===== config.mk =====
export PLATFORM = sky130hd
export DESIGN_NAME = rv_stage_fifo
export DESIGN_NICKNAME = d
export VERILOG_FILES = /design/src/rtl/rv_stage_fifo_pkg.sv /design/src/rtl/rv_stage_fifo_hazard_cam.sv /design/src/rtl/rv_stage_fifo.sv
export SDC_FILE = /design/constraint.sdc
export NUM_CORES = 1
export LEC_CHECK = 0
export ABC_CLOCK_PERIOD_IN_PS = 18750
export CORE_MARGIN = 5
export CORE_UTILIZATION = 54
export CTS_CLUSTER_DIAMETER = 200
export DETAILED_ROUTE_END_ITERATION = 10
export GPL_TIMING_DRIVEN = 0
export PLACE_DENSITY = 0.85
export SYNTH_ARGS = -nofsm -noshare
export SYNTH_HDL_FRONTEND = slang
export SYNTH_SLANG_ARGS = --single-unit

===== constraint.sdc =====
create_clock -name clk -period 18.75 [get_ports clk]
set_input_delay 2.8125 -clock clk [delete_from_list [all_inputs] [get_ports clk]]
set_output_delay 2.8125 -clock clk [all_outputs]
set_load 0.02 [all_outputs]

===== src/rtl/rv_stage_fifo_pkg.sv =====
// Shared types for the elastic stage buffer: the stage latch payload
// layout, its width, the buffered-entry record and the hazard match rule.
package rv_stage_fifo_pkg;

    localparam int unsigned REG_IDX_W = 5;

    typedef struct packed {
        logic [31:0]          pc;
        logic [31:0]          instr;
        logic [31:0]          rs1_val;
        logic [31:0]          rs2_val;
        logic [31:0]          imm;
        logic [REG_IDX_W-1:0] rd;
        logic                 load_regfile;
    } stage_regs;

    localparam int unsigned STAGE_REGS_W = $bits(stage_regs);

    // Width is tied to the default payload; parametrised buffers keep
    // their fields in separate arrays instead.
    typedef struct packed {
        logic                    valid;
        logic                    ld_reg;
        logic [REG_IDX_W-1:0]    rd;
        logic [STAGE_REGS_W-1:0] data;
    } stage_fifo_entry_t;

    // x0 is hard-wired to zero, so it never creates a RAW dependency.
    function automatic logic rd_matches(input logic [REG_IDX_W-1:0] rd,
                                        input logic [REG_IDX_W-1:0] rs);
        return (rd == rs) && (rs != '0);
    endfunction

endpackage


===== src/rtl/rv_stage_fifo_hazard_cam.sv =====
// RAW-hazard lookup: flags any valid, register-writing entry whose
// destination matches one of the two queried source registers.
module rv_stage_fifo_hazard_cam
    import rv_stage_fifo_pkg::*;
#(
    parameter int unsigned DEPTH = 2
) (
    input  logic [DEPTH-1:0]           v,
    input  logic [DEPTH-1:0]           ld_reg,
    input  logic [REG_IDX_W*DEPTH-1:0] rd,
    input  logic [REG_IDX_W-1:0]       q_rs1,
    input  logic [REG_IDX_W-1:0]       q_rs2,
    output logic                       q_hit1,
    output logic                       q_hit2
);

    // OR-reduce the per-entry match for each query port.
    always_comb begin
        q_hit1 = 1'b0;
        q_hit2 = 1'b0;
        for (int unsigned i = 0; i < DEPTH; i++) begin
            if (v[i] && ld_reg[i]) begin
                if (rd_matches(rd[i*REG_IDX_W +: REG_IDX_W], q_rs1)) q_hit1 = 1'b1;
                if (rd_matches(rd[i*REG_IDX_W +: REG_IDX_W], q_rs2)) q_hit2 = 1'b1;
            end
        end
    end

endmodule


===== src/rtl/rv_stage_fifo.sv =====
// Elastic buffer between two pipeline stages: DEPTH-entry circular FIFO
// with valid/ready handshake, synchronous flush and a RAW-hazard query
// over buffered register writers.
module rv_stage_fifo
    import rv_stage_fifo_pkg::*;
#(
    parameter int unsigned WIDTH = STAGE_REGS_W,
    parameter int unsigned DEPTH = 2,
    parameter int unsigned CNT_W = $clog2(DEPTH + 1)
) (
    input  logic                 clk,
    input  logic                 rst_n,
    input  logic                 flush,
    input  logic                 in_valid,
    output logic                 in_ready,
    input  logic [WIDTH-1:0]     in_data,
    input  logic [REG_IDX_W-1:0] in_rd,
    input  logic                 in_ld_reg,
    output logic                 out_valid,
    input  logic                 out_ready,
    output logic [WIDTH-1:0]     out_data,
    output logic [CNT_W-1:0]     count,
    input  logic [REG_IDX_W-1:0] q_rs1,
    input  logic [REG_IDX_W-1:0] q_rs2,
    output logic                 q_hit1,
    output logic                 q_hit2
);

    localparam int unsigned      PTR_W    = (DEPTH > 1) ? $clog2(DEPTH) : 1;
    localparam logic [PTR_W-1:0] LAST_IDX = PTR_W'(DEPTH - 1);
    localparam logic [CNT_W-1:0] FULL_CNT = CNT_W'(DEPTH);

    logic [WIDTH-1:0]           data_q [DEPTH];
    logic [REG_IDX_W-1:0]       rd_q   [DEPTH];
    logic [DEPTH-1:0]           ld_q;
    logic [DEPTH-1:0]           v_q;
    logic [PTR_W-1:0]           head_ptr;
    logic [PTR_W-1:0]           tail_ptr;
    logic [CNT_W-1:0]           count_q;
    logic                       push;
    logic                       pop;
    logic [REG_IDX_W*DEPTH-1:0] rd_flat;

    // Explicit wrap so non-power-of-two depths index correctly.
    function automatic logic [PTR_W-1:0] ptr_inc(input logic [PTR_W-1:0] p);
        return (p == LAST_IDX) ? '0 : p + PTR_W'(1);
    endfunction

    // in_ready depends only on occupancy: a full buffer refuses a push
    // even when the head is leaving in the same cycle.
    assign in_ready  = (count_q != FULL_CNT);
    assign out_valid = (count_q != '0);
    assign push      = in_valid & in_ready & ~flush;
    assign pop       = out_valid & out_ready & ~flush;
    assign out_data  = data_q[head_ptr];
    assign count     = count_q;

    // Storage, pointers and occupancy; reset clears everything, flush
    // only empties the buffer and leaves stale payloads behind.
    always_ff @(posedge clk) begin
        if (!rst_n) begin
            head_ptr <= '0;
            tail_ptr <= '0;
            count_q  <= '0;
            v_q      <= '0;
            ld_q     <= '0;
            for (int unsigned i = 0; i < DEPTH; i++) begin
                data_q[i] <= '0;
                rd_q[i]   <= '0;
            end
        end else if (flush) begin
            head_ptr <= '0;
            tail_ptr <= '0;
            count_q  <= '0;
            v_q      <= '0;
        end else begin
            if (push) begin
                data_q[tail_ptr] <= in_data;
                rd_q[tail_ptr]   <= in_rd;
                ld_q[tail_ptr]   <= in_ld_reg;
                v_q[tail_ptr]    <= 1'b1;
                tail_ptr         <= ptr_inc(tail_ptr);
            end
            if (pop) begin
                v_q[head_ptr] <= 1'b0;
                head_ptr      <= ptr_inc(head_ptr);
            end
            if (push && !pop) begin
                count_q <= count_q + CNT_W'(1);
            end else if (pop && !push) begin
                count_q <= count_q - CNT_W'(1);
            end
        end
    end

    // Flatten per-entry destinations for the hazard lookup.
    always_comb begin
        rd_flat = '0;
        for (int unsigned i = 0; i < DEPTH; i++) begin
            rd_flat[i*REG_IDX_W +: REG_IDX_W] = rd_q[i];
        end
    end

    rv_stage_fifo_hazard_cam #(
        .DEPTH (DEPTH)
    ) u_hazard_cam (
        .v      (v_q),
        .ld_reg (ld_q),
        .rd     (rd_flat),
        .q_rs1  (q_rs1),
        .q_rs2  (q_rs2),
        .q_hit1 (q_hit1),
        .q_hit2 (q_hit2)
    );

    a_no_x_payload : assert property (@(posedge clk) disable iff (!rst_n)
        in_valid |-> !$isunknown(in_data));

    a_count_bound : assert property (@(posedge clk) disable iff (!rst_n)
        count_q <= FULL_CNT);

endmodule


==> metrics, run 1 <==
period utilization 0.4074; Tot Pwr 1878 uW; Total Routing Usage GR 0.2284; Post-Syn Area 0.01536 mm^2; final wirelength 37,030 um; Comb pwr share 0.120; Via Count 9,345; WP data arrival 4.83 ns; RR Startpoint count[0]$_SDFFE_PP0P_; Sum Neg Setup Slack 0 ns; Pint 1462 uW; Main synth FF type edfxtp_1; Post-Syn Area per Cell 15.56 um^2; fmax 130.9 MHz; sw frac 0.2212; via density per instance 5.203; # IOs 359; EDFF count, synth 342; GPL Wtd Cong 0.7972; unrepaired setup endpoints after global routing false; Critical Path Fanout Max 3; GRT busiest layer met2; Hold Path Class reg -> reg; run status finished clean; Port-buffer cells 358; switching power 415.4 uW; Die ar. 0.03191 mm^2; first-pass GRT wire length 55,490 um; worst setup path class in -> out; Slew Viols, Final 0; pwr dens 90.32 mW/mm^2; die width 178.6 um; FF+latch count, synth 351; largest net degree at the start of global routing 65; Routed Antenna Nets 0; Detailed Route Iter0 Violations 584; vias in the first global route 10,056; skew final 0.01569 ns; Setup Fix Bufs, Post-CTS 0; Fin. Hold Viols 0; Synth top area share 0.6688; top post-synthesis cells by count edfxtp_1 (342), and2_1 (244), mux2_2 (166), and2_2 (98), xor2_1 (19); clock power share 0.391; GR Overflow Total 0; share of cells above drive strength 1 0.2578; Root Driver clkbuf_16; Max Cap Viol 0; fin nets 1,578; met2 usage 0.4172; synth unique cells 32; TritonCTS buffer count 38; Worst Setup SP q_rs2[2]; core area 0.02793 mm^2; met1 usage 0.2479; Worst VDD drop 0.00007058 V; drt pass-1 iters 5; Net Count, Synth 1,175; Initial Util 0.5497; Final min period 7.638 ns; clock tree sinks 351; Reg clk slew, reported paths 0.06 ns; Crit. End Element output port; CTS resizes 0; worst slew pin tran 0.8681 ns; DP HPWL 26,320 um; count leader, synth edfxtp_1; CTS max path bufs 3; area delta synth->final 35.39%; cell accounting for the most synthesized area edfxtp_1; antenna violations before repair 5; leak pwr 0.007882 uW; Final setup violation count 0; sequential share of power 0.489; Max-slew headroom 0.4212; worst endpoint required time 15.94 ns; # hold bufs at CTS 0; Reg2Reg Depth 4; H-tree levels 2; wire per inst 20.62 um; synth warn 0; CTS tree done; Worst-Skew Late Latency 0.51 ns; Synth area leaders edfxtp_1 (67%), mux2_2 (12%), and2_1 (9.9%); fraction of the yosys area taken by sequential cells 0.6805; FP Rows 61; met3 usage 0.07779; worst hold stages 2; Post-Syn Instances 987; DIE HEIGHT 178.6 um; critical path startpoint category input pin; DRC 0; hold wc startpoint ld_q[0]$_SDFFE_PN0P_; asr flop ratio synth 0
## power groups by stage
stage / Clock, uW / Sequential, uW / Combinational, uW
after floorplan: 0 / 939 / 101
after global placement: 0 / 944 / 217
after detailed placement: 0 / 935 / 225
after CTS: 745 / 919 / 228
after global routing: 776 / 922 / 238
final: 734 / 918 / 225
## state kept, by name (all words and copies together), names as in the netlist, named ones only
register and flops:
v_q 2, rd_q 10, ld_q 2, count 2
head_ptr 1, tail_ptr 1, data_q 332
## layout make-up
class	instances	area (um^2)
sequential	351	10450
fill	1734	7144
multi-input combinational	579	4644
timing repair buffer	363	3721
clock buffer	48	1010
tap	378	473.0
buffer	55	269.0
clock inverter	18	210.2
inverter	2	7.507
antenna	2	5.005
## per-layer routing
layer | wire length, um | share of wire
met1 | 12810 | 0.35
met2 | 19750 | 0.53
met3 | 3319 | 0.090
met4 | 1111 | 0.030
met5 | 34 | 0.00092
## placed cells by master, fill, tap and decap left out, drive strengths merged, types with 3 or more instances in the layout
master         count
nand2b             3
clkdlybuf4s50    358
nor3               4
nor2               9
xnor2              5
dfxtp              9
nand4              4
inv                5
xor2              19
a21oi              4
nor4               4
buf               24
mux2             166
and2             342
edfxtp           342
clkinv            10
clkbuf            84
nand2              7
bufinv             4
## cell families after synthesis
group	count (synthesis)	synth area share
DFF	351	0.6805
xor gates and xnor gates	24	0.01369
buffers and inverters	57	0.01801
AOI/OAI and AO/OA	7	0.002526
adders and majority gates	1	0.0008147
and+or+nand+nor	380	0.1621
muxes	167	0.1224
## worst paths after layout
path	to	slack, ns
worst max-delay path	q_hit2	11.11
worst min-delay path	ld_q[0]$_SDFFE_PN0P_	0.50
worst max register to register	data_q[0][88]$_SDFFCE_PN0P_	16.21
worst min register to register	ld_q[0]$_SDFFE_PN0P_	0.50
## metrics by stage
stage	cells	instance area (um^2)	util	hold slack, ns	setup slack, ns
2_1_floorplan	987	15360	-	0.4498	10.84
3_3_place_gp	1723	19410	0.6949	0.4688	8.061
3_5_place_dp	1728	19570	0.7004	0.4795	11.14
4_1_cts	1794	20780	0.7441	0.4890	11.15
5_1_grt	1796	20790	0.7442	0.5218	11.07
6_report	1796	20790	0.7442	0.4963	11.11
## worst max-delay path, cell delays in order
cell and delay, ns:
clkdlybuf4s50_1 0.48, xor2_1 0.20, nor4_1 0.37, nand4_1 0.13
a21oi_1 0.19, clkdlybuf4s50_1 0.64
(Power assumes the default switching activity.)
==> run 2, diff against run 1 <==
--- a/config.mk
+++ b/config.mk
@@ -5,13 +5,13 @@
 export SDC_FILE = /design/constraint.sdc
 export NUM_CORES = 1
 export LEC_CHECK = 0
-export ABC_CLOCK_PERIOD_IN_PS = 18750
+export ABC_CLOCK_PERIOD_IN_PS = 7300
 export CORE_MARGIN = 5
-export CORE_UTILIZATION = 54
+export CORE_UTILIZATION = 50
 export CTS_CLUSTER_DIAMETER = 200
 export DETAILED_ROUTE_END_ITERATION = 10
 export GPL_TIMING_DRIVEN = 0
-export PLACE_DENSITY = 0.85
+export PLACE_DENSITY = 0.8
 export SYNTH_ARGS = -nofsm -noshare
 export SYNTH_HDL_FRONTEND = slang
 export SYNTH_SLANG_ARGS = --single-unit
==> constraint.sdc (replaced) <==
create_clock -name clk -period 7.3 [get_ports clk]
set_input_delay 1.095 -clock clk [delete_from_list [all_inputs] [get_ports clk]]
set_output_delay 1.095 -clock clk [all_outputs]
set_load 0.02 [all_outputs]
==> metrics, run 2 (same netlist as run 1, synthesis figures left out) <==
CP max-delay cell clkdlybuf4s50_1 (unchanged); Top reg by flops data_q (unchanged); H-tree levels 2 (unchanged); Hold Path Class reg -> reg (unchanged); FP Rows 64 (was 61); Max stage delay on crit path 0.67 ns (was 0.64 ns); Via Count 9,208 (was 9,345); dpl cells 1,745 (was 1,728); share of cells above drive strength 1 0.2587 (was 0.2578); Tot Pwr 4851 uW (was 1878 uW); vias in the first global route 10,068 (was 10,056); Fin. Hold Viols 0 (unchanged); TritonCTS buffer count 38 (unchanged); pwr dens 233.0 mW/mm^2 (was 90.32 mW/mm^2); drt pass-1 iters 4 (was 5); core area 0.03043 mm^2 (was 0.02793 mm^2); Port-buffer cells 358 (unchanged); Setup Fix Bufs, Post-CTS 0 (unchanged); via density per instance 5.082 (was 5.203); Detailed Route Iter0 Violations 409 (was 584); clock tree sinks 351 (unchanged); Max-slew headroom 0.4325 (was 0.4212); Die ar. 0.03432 mm^2 (was 0.03191 mm^2); area delta synth->final 35.57% (was 35.39%); CTS max path bufs 3 (unchanged); setup ws final 3.152 ns (was 11.11 ns); worst slew pin tran 0.8512 ns (was 0.8681 ns); Worst-Skew Late Latency 0.51 ns (about the same); fin cells 1,812 (was 1,796); worst setup path class in -> out (unchanged); crit path cell chain clkdlybuf4s50_1 -> xor2_1 -> nor4_1 -> nand4_1 -> a21oi_1 -> clkdlybuf4s50_1 (unchanged); fin nets 1,577 (was 1,578); wire per inst 20.28 um (was 20.62 um); WP data arrival 3.05 ns (was 4.83 ns); skew final 0.01225 ns (was 0.01569 ns); Final min period 4.148 ns; setup slack after placement 3.151 ns (was 11.14 ns); biggest regs data_q (332), rd_q (10) (unchanged); max reg flops 332 (unchanged); Total Routing Usage GR 0.2097 (was 0.2284); Initial Util 0.5046 (was 0.5497); leak pwr 0.007891 uW (was 0.007882 uW); worst endpoint required time 6.20 ns (was 15.94 ns); Worst VDD drop 0.0002088 V (was 0.00007058 V); largest net degree at the start of global routing 67 (was 65); Final setup violation count 0 (unchanged); period utilization 0.5682; CTS resizes 0 (unchanged); DRC 0 (unchanged); DP HPWL 25,590 um (was 26,320 um); Crit. End Element output port (unchanged); cell mode on critical path clkdlybuf4s50_1 (unchanged); final wirelength 36,750 um (was 37,030 um); Root Driver clkbuf_16 (unchanged); Filler cells 2,133 (was 1,734); Max Cap Viol 0 (unchanged); unrepaired setup endpoints after global routing false (unchanged); DIE HEIGHT 185.3 um (was 178.6 um); GPL Wtd Cong 0.8068 (was 0.7972); commonest non-fill, non-tap cell in the layout clkdlybuf4s50_1 (unchanged); most frequent cells in the layout clkdlybuf4s50_1 (358), edfxtp_1 (342), and2_1 (244), mux2_2 (166), and2_2 (98) (unchanged); die width 185.3 um (was 178.6 um); Reg clk slew, reported paths 0.05 ns (was 0.06 ns); Critical Path Fanout Max 3 (unchanged); GR Overflow Total 0 (unchanged); run status finished clean (unchanged); first-pass GRT wire length 55,170 um (was 55,490 um); CTS tree done (unchanged); antenna violations before repair 1 (was 5); fmax 241.1 MHz; # IOs 359 (unchanged); Routed Antenna Nets 0 (unchanged); Slew Viols, Final 0 (unchanged); # hold bufs at CTS 0 (unchanged); critical path startpoint category input pin (unchanged)
==> run 2: where the power goes <==
part	internal, uW	switching (uW)	total (uW)
Combinational	299	275	574
Sequential	2330	29.4	2360
Clock	1170	750	1920
Total	3800	1050	4850
==> run 2: area by class of cell <==
cell class | instances | area [um^2] | share of cell area
diodes | 1 | 2.502 | 0.0001202
plain buffers | 55 | 269.0 | 0.01292
clock buffers | 47 | 1059 | 0.05085
clock inverters | 19 | 196.4 | 0.009436
inverters | 2 | 7.507 | 0.0003606
multi-input cells | 579 | 4644 | 0.2231
flip-flops and latches | 351 | 10450 | 0.5020
well taps | 396 | 495.5 | 0.02380
repair buffers | 362 | 3694 | 0.1774
==> run 2: worst paths after layout <==
check / start / to / slack, ns / depth (start not counted)
worst max-delay path: q_rs2[2] / q_hit2 / 3.15 / 6
worst min-delay path: ld_q[0]$_SDFFE_PN0P_ / ld_q[0]$_SDFFE_PN0P_ / 0.49 / 2
worst max register to register: count[0]$_SDFFE_PP0P_ / data_q[0][88]$_SDFFCE_PN0P_ / 4.82 / 4
worst min register to register: ld_q[0]$_SDFFE_PN0P_ / ld_q[0]$_SDFFE_PN0P_ / 0.49 / 2
==> run 2: critical path: cells and delay by family <==
family / cells / cell delay (ns)
compound gates: 1 / 0.17
xor+xnor: 1 / 0.19
buf+inv: 2 / 1.14
simple gates: 2 / 0.45
==> run 2: metal layers <==
| layer | vias to the layer above | GRT usage | wire, um |
|---|---|---|---|
| li1 | 4327 | - | - |
| met1 | 4489 | 0.2487 | 13860 |
| met2 | 317 | 0.3628 | 18620 |
| met3 | 75 | 0.06775 | 3072 |
| met4 | 0 | 0.06900 | 1199 |
| met5 | - | 0 | 0 |
==> run 2: stage by stage <==
step	setup TNS, ns	util	hold slack [ns]	cell area, um^2
after floorplan	0	-	0.4498	15360
after global placement	-528.60	0.6387	0.4768	19430
after detailed placement	0	0.6428	0.4868	19560
after CTS	0	0.6840	0.4933	20820
after global routing	0	0.6841	0.5320	20820
final	0	0.6841	0.4884	20820
